<file path="src/rtl/fetch_pkg.sv">
// Shared types and constants for the instruction fetch stage.
package fetch_pkg;

   // Fetch controller states
   typedef enum logic [1:0] {
      IDLE  = 2'd0,
      RUN   = 2'd1,
      FAULT = 2'd2
   } fetch_state_e;

   // Instruction width in bytes; PC step per fetch
   localparam int unsigned INSTR_BYTES = 32'd4;

   // Canonical bubble instruction: addi x0,x0,0
   localparam logic [31:0] DEFAULT_NOP_INSTR = 32'h0000_0013;

   // Contents of the IF/ID pipeline register
   typedef struct packed {
      logic        valid;
      logic [31:0] pc;
      logic [31:0] pc_plus4;
      logic [31:0] instr;
   } if_id_t;

   // A fetch PC is legal when word aligned and the whole word lies inside memory
   function automatic logic pc_is_legal(input logic [31:0] pc,
                                        input logic [31:0] imem_bytes);
      logic [31:0] last_word_s;
      last_word_s = imem_bytes - 32'(INSTR_BYTES);
      return (pc[1:0] == 2'b00) && (pc <= last_word_s);
   endfunction

endpackage

</file>
<file path="src/rtl/if_id_reg.sv">
// IF/ID pipeline register: load on accepted fetch, flush to a bubble,
// otherwise hold (stall). Flush wins over load.
module if_id_reg
   import fetch_pkg::*;
#(
   parameter logic [31:0] NOP_INSTR = DEFAULT_NOP_INSTR
) (
   input  logic   clk,
   input  logic   rst,
   input  logic   load_en,
   input  logic   flush,
   input  if_id_t d,
   output if_id_t q
);

   if_id_t q_r;

   // Pipeline register with bubble insertion; pc fields hold across a flush
   always_ff @(posedge clk or posedge rst) begin
      if (rst) begin
         q_r.valid    <= 1'b0;
         q_r.pc       <= 32'h0000_0000;
         q_r.pc_plus4 <= 32'h0000_0000;
         q_r.instr    <= NOP_INSTR;
      end else if (flush) begin
         q_r.valid    <= 1'b0;
         q_r.instr    <= NOP_INSTR;
      end else if (load_en) begin
         q_r          <= d;
      end else begin
         q_r          <= q_r;
      end
   end

   assign q = q_r;

endmodule

</file>
<file path="src/rtl/instruction_fetch.sv">
// Fetch stage: owns the PC, addresses the combinational instruction memory,
// registers the returned word into IF/ID, and handles stall, redirect with
// flush, and sticky alignment/range faults.
module instruction_fetch
   import fetch_pkg::*;
#(
   parameter logic [31:0] RESET_PC   = 32'h0000_0000,
   parameter int unsigned IMEM_BYTES = 32'd1024,
   parameter logic [31:0] NOP_INSTR  = DEFAULT_NOP_INSTR
) (
   input  logic        clk,
   input  logic        rst,
   input  logic        start,
   input  logic        id_ready,
   input  logic        redirect_valid,
   input  logic [31:0] redirect_pc,
   output logic [31:0] addr_insmem,
   input  logic [31:0] instruction,
   output logic        if_valid,
   output logic [31:0] if_pc,
   output logic [31:0] if_pc_plus4,
   output logic [31:0] if_instr,
   output logic        fetch_fault,
   output logic [31:0] fault_pc,
   output logic [31:0] fetch_count
);

   fetch_state_e state_r;
   fetch_state_e state_next_s;
   logic [31:0]  pc_r;
   logic [31:0]  pc_next_s;
   logic [31:0]  pc_plus4_s;
   logic         pc_legal_s;
   logic         load_s;
   logic         flush_s;
   logic         fault_set_s;
   logic         fetch_fault_r;
   logic [31:0]  fault_pc_r;
   logic [31:0]  fetch_count_r;
   if_id_t       if_id_d_s;
   if_id_t       if_id_q_s;

   assign pc_plus4_s = pc_r + 32'(INSTR_BYTES);
   assign pc_legal_s = pc_is_legal(pc_r, 32'(IMEM_BYTES));

   // FSM state register
   always_ff @(posedge clk or posedge rst) begin
      if (rst) begin
         state_r <= IDLE;
      end else begin
         state_r <= state_next_s;
      end
   end

   // FSM next state: redirect beats stall and fault; start only matters in IDLE
   always_comb begin
      state_next_s = state_r;
      case (state_r)
         IDLE: begin
            if (start) begin
               state_next_s = RUN;
            end else begin
               state_next_s = IDLE;
            end
         end
         RUN: begin
            if (!redirect_valid && id_ready && !pc_legal_s) begin
               state_next_s = FAULT;
            end else begin
               state_next_s = RUN;
            end
         end
         FAULT: begin
            if (redirect_valid) begin
               state_next_s = RUN;
            end else begin
               state_next_s = FAULT;
            end
         end
         default: begin
            state_next_s = IDLE;
         end
      endcase
   end

   // FSM outputs: PC update and IF/ID load/flush/fault controls
   always_comb begin
      load_s      = 1'b0;
      flush_s     = 1'b0;
      fault_set_s = 1'b0;
      pc_next_s   = pc_r;
      case (state_r)
         IDLE, FAULT: begin
            if (redirect_valid) begin
               pc_next_s = redirect_pc;
            end else begin
               pc_next_s = pc_r;
            end
         end
         RUN: begin
            if (redirect_valid) begin
               pc_next_s = redirect_pc;
               flush_s   = 1'b1;
            end else if (id_ready) begin
               if (pc_legal_s) begin
                  load_s    = 1'b1;
                  pc_next_s = pc_plus4_s;
               end else begin
                  fault_set_s = 1'b1;
                  flush_s     = 1'b1;
               end
            end else begin
               pc_next_s = pc_r;
            end
         end
         default: begin
            pc_next_s = RESET_PC;
         end
      endcase
   end

   // Program counter
   always_ff @(posedge clk or posedge rst) begin
      if (rst) begin
         pc_r <= RESET_PC;
      end else begin
         pc_r <= pc_next_s;
      end
   end

   // Sticky fault flag with the offending PC captured once per fault event
   always_ff @(posedge clk or posedge rst) begin
      if (rst) begin
         fetch_fault_r <= 1'b0;
         fault_pc_r    <= 32'h0000_0000;
      end else if (fault_set_s) begin
         fetch_fault_r <= 1'b1;
         fault_pc_r    <= pc_r;
      end else begin
         fetch_fault_r <= fetch_fault_r;
         fault_pc_r    <= fault_pc_r;
      end
   end

   // Count of instructions handed to decode; wraps naturally at 2^32
   always_ff @(posedge clk or posedge rst) begin
      if (rst) begin
         fetch_count_r <= 32'h0000_0000;
      end else if (load_s) begin
         fetch_count_r <= fetch_count_r + 32'd1;
      end else begin
         fetch_count_r <= fetch_count_r;
      end
   end

   assign if_id_d_s.valid    = 1'b1;
   assign if_id_d_s.pc       = pc_r;
   assign if_id_d_s.pc_plus4 = pc_plus4_s;
   assign if_id_d_s.instr    = instruction;

   if_id_reg #(
      .NOP_INSTR (NOP_INSTR)
   ) u_if_id_reg (
      .clk     (clk),
      .rst     (rst),
      .load_en (load_s),
      .flush   (flush_s),
      .d       (if_id_d_s),
      .q       (if_id_q_s)
   );

   assign addr_insmem = pc_r;
   assign if_valid    = if_id_q_s.valid;
   assign if_pc       = if_id_q_s.pc;
   assign if_pc_plus4 = if_id_q_s.pc_plus4;
   assign if_instr    = if_id_q_s.instr;
   assign fetch_fault = fetch_fault_r;
   assign fault_pc    = fault_pc_r;
   assign fetch_count = fetch_count_r;

endmodule

</file>
<file path="config.mk">
export PLATFORM = sky130hd
export DESIGN_NAME = instruction_fetch
export DESIGN_NICKNAME = d
export VERILOG_FILES = /design/src/rtl/fetch_pkg.sv /design/src/rtl/if_id_reg.sv /design/src/rtl/instruction_fetch.sv
export SDC_FILE = /design/constraint.sdc
export NUM_CORES = 1
export LEC_CHECK = 0
export ABC_AREA = 0
export BUFFER_PORTS_ARGS = -buffer_cell sky130_fd_sc_hd__buf_4
export CAP_MARGIN = 20
export CORE_UTILIZATION = 51
export CTS_CLUSTER_SIZE = 25
export DETAILED_ROUTE_END_ITERATION = 16
export PLACE_DENSITY = 0.86
export SYNTH_ARGS = -nofsm -noshare
export SYNTH_HDL_FRONTEND = slang
export SYNTH_SLANG_ARGS = --single-unit
</file>
<file path="constraint.sdc">
create_clock -name clk -period 6.6 [get_ports clk]
set_input_delay 0.66 -clock clk [delete_from_list [all_inputs] [get_ports clk]]
set_output_delay 0.66 -clock clk [all_outputs]
set_load 0.01 [all_outputs]
</file>
==> run summary <==
status: finished clean
first-pass GRT wire length: 35200 µm
htree depth: 4
worst-path cell chain: nor4_2, and4_2, nand2_1, nand3_2, mux2_2
Mapped Area: 0.00823 mm²
Routed Antenna Nets: 0
Fmax: 0.357 GHz
Pre-antenna DRT Iters: 6
Critical Path Source: addr_insmem[10]
Critical Path Sink Type: register
Final Hold Fails: 0
most common cell after layout, fill and taps aside: buf_4
Critical Path RT: 6.91 ns
asr flop ratio synth: 100%
initial antenna violation count: 0
Vias/cell: 5.70
R2R Setup Slk: 3.80 ns
max-slew violations: 0
Netlist cell types: 59
period utilisation layout: 42.5%
Pleak: 5.40 nW
Die W: 129 µm
CP peak stage delay: 0.73 ns
CP endpoint: fault_pc[6]
GR met1 Demand/Resource: 35.9%
CTS resizes: 0
vias: 6796
Worst EP arrival: 3.11 ns
Top FF cell, synth: dfrtp_1
row count: 46
total setup buffers inserted after CTS: 0
WL per Instance: 19.1 µm
setup TNS: 0 ns
CP top delay family: simple AND/OR/NAND/NOR gates
final setup fails: 0
fraction of final layout cells sized beyond drive strength 1: 37.0%
CTS Sinks: 194
Die ar.: 0.0166 mm²
largest area contributor in the synthesized netlist: dfrtp_1
part of the Yosys area used for sequential elements: 59.0%
layer with the highest usage: met2
initial core utilization: 52.0%
Clock Pin Slew Worst Setup and Hold Paths: 0.07 ns
Yosys warning total: 0
met2 Use GR: 44.4%
met3 usage: 6.03%
area delta synth->final: 32.3%
worst skew pair latency: 0.43 ns
core box area: 0.0158 mm²
commonest non-fill, non-tap cells in the layout: 265 x buf_4, 191 x dfrtp_1, 76 x nand2_1
top cell type's share of synthesized area: 58.1%
r2r startpoint: addr_insmem[10]
crit path launch type: register
CTS tree: built
GRT Overall Usage: 27.6%
FF-to-FF path depth: 5
final critical-path required period: 2.80 ns
largest cells by area after synthesis: dfrtp_1 58%, mux2_2 4.5%, and2_1 3.6%
CTS Buffer Depth: 2
peak supply drop: 0.260 mV
Max Cap Violations: 0
Critical R2R Capture: fault_pc[6]
RSZ-0062 raised after global routing: false
antenna fix cells: 0
Buffers on Ports: 262
Final #Nets: 1034
PwrDens: 322 mW/mm²
number of synthesized flops with an enable pin: 0
final wirelength: 22700 µm
syn avg cell area: 11.4 µm²
slew margin rel.: 33.7%
Clock Root Buffer: clkbuf_16
largest net degree at the start of global routing: 126
total gr overflow: 0
number of global-route vias before repair: 6500
# IOs: 263
worst slew pin tran: 0.988 ns
final setup skew: 0.0119 ns
Setup CP Type: register to register
Hold Buf Count CTS: 0
cells after synthesis: 719
TritonCTS Buffers: 17
CP max-delay cell: nand3_2
final instance area: 0.0109 mm²
Hold WC Path Type: primary input to asynchronous set/reset pin
Max FO, Critical Path: 33
Stages on worst setup path: 5
initial DRC count: 803
CP bufs+invs: 0
Die Span Y: 129 µm
area post-placement: 0.0103 mm²
DP Wirelength: 15700 µm
final RePlAce weighted congestion: 0.900
syn nets: 790
number of remaining DRC errors: 0
synthesized flop and latch total: 194
cell usage after synthesis (3+ instances only):
library cell,n
nor4_4,4
mux2_2,33
buf_2,7
and4_1,3
or3_1,4
and2_1,47
o21ai_0,23
a22oi_1,6
xor2_1,15
nor2_1,48
buf_4,4
nand2_1,76
inv_1,17
nand3_1,21
dfstp_2,3
o221ai_1,8
nor4_1,5
dfrtp_1,191
xnor2_1,24
o31ai_1,3
nand4_1,15
o22a_1,4
nor3_1,17
buf_6,3
a311oi_1,6
a211oi_1,4
or4_1,3
or2_2,4
a22o_1,31
clkbuf_1,26
nand2b_1,5
a21oi_1,24
report_power, final:
part | total, W | internal (W) | switching, W
Combinational | 0.000892 | 0.000446 | 0.000446
Sequential | 0.00161 | 0.00136 | 0.000250
Clock | 0.00100 | 0.000504 | 0.000496
Total | 0.00350 | 0.00231 | 0.00119
worst register-to-register path: stages, from the launching register on:
cell and delay (ns):
dfrtp_1 0.51, nor4_2 0.43, and4_2 0.36, nand2_1 0.24
nand3_2 0.73, mux2_2 0.43
worst min-delay path by stage:
stage	cells after the start	to	slack, ns	startpoint
5_1_grt	2	u_if_id_reg.q[13]	0.43	instruction[13]
2_1_floorplan	1	fetch_count[31]	0.50	fetch_count[31]
4_1_cts	2	u_if_id_reg.q[0]	0.43	instruction[0]
6_report	2	fault_pc[16]	0.40	rst
3_5_place_dp	1	fetch_fault	0.46	fetch_fault
3_3_place_gp	2	u_if_id_reg.q[69]	0.45	u_if_id_reg.q[69]
layer usage:
layer / vias to the layer above / part of all wire (%)
li1: 3010 / -
met1: 3326 / 40
met2: 370 / 49
met3: 90 / 7.9
met4: 0 / 3.6
met5: - / 0
stage by stage:
stage | cells | hold WS, ns | power (W) | utilization [%] | setup slack (ns)
2_1_floorplan | 719 | 0.504 | 0.00204 | - | 0.661
3_3_place_gp | 1159 | 0.454 | 0.00247 | 65.1 | 3.74
3_5_place_dp | 1160 | 0.456 | 0.00250 | 65.2 | 3.74
4_1_cts | 1192 | 0.426 | 0.00351 | 68.8 | 3.83
5_1_grt | 1192 | 0.427 | 0.00365 | 68.8 | 3.67
6_report | 1192 | 0.405 | 0.00350 | 68.8 | 3.80
cell families after synthesis:
group / after synthesis / synth area share, %
buf+inv: 58 / 3.22
flops: 194 / 59.0
xor+xnor: 40 / 4.35
mux: 35 / 4.76
fa+ha+maj: 2 / 0.304
compound gates: 121 / 10.6
simple gates: 269 / 17.8
sequential cells by signal, indices dropped and copies added (netlist names):
register       flops
u_if_id_reg.q     95
addr_insmem       32
fault_pc          32
fetch_count       32
state_r            2
fetch_fault        1
final cells by class:
cell class	instances	area (µm²)
clock inverters	14	136
inverters	17	71.3
flip-flops and latches	194	4860
repair buffers	266	2000
well taps	216	270
clock buffers	18	429
multi-input cells	467	3120
fillers	1161	4940
Power figures use the tool's default switching activity.
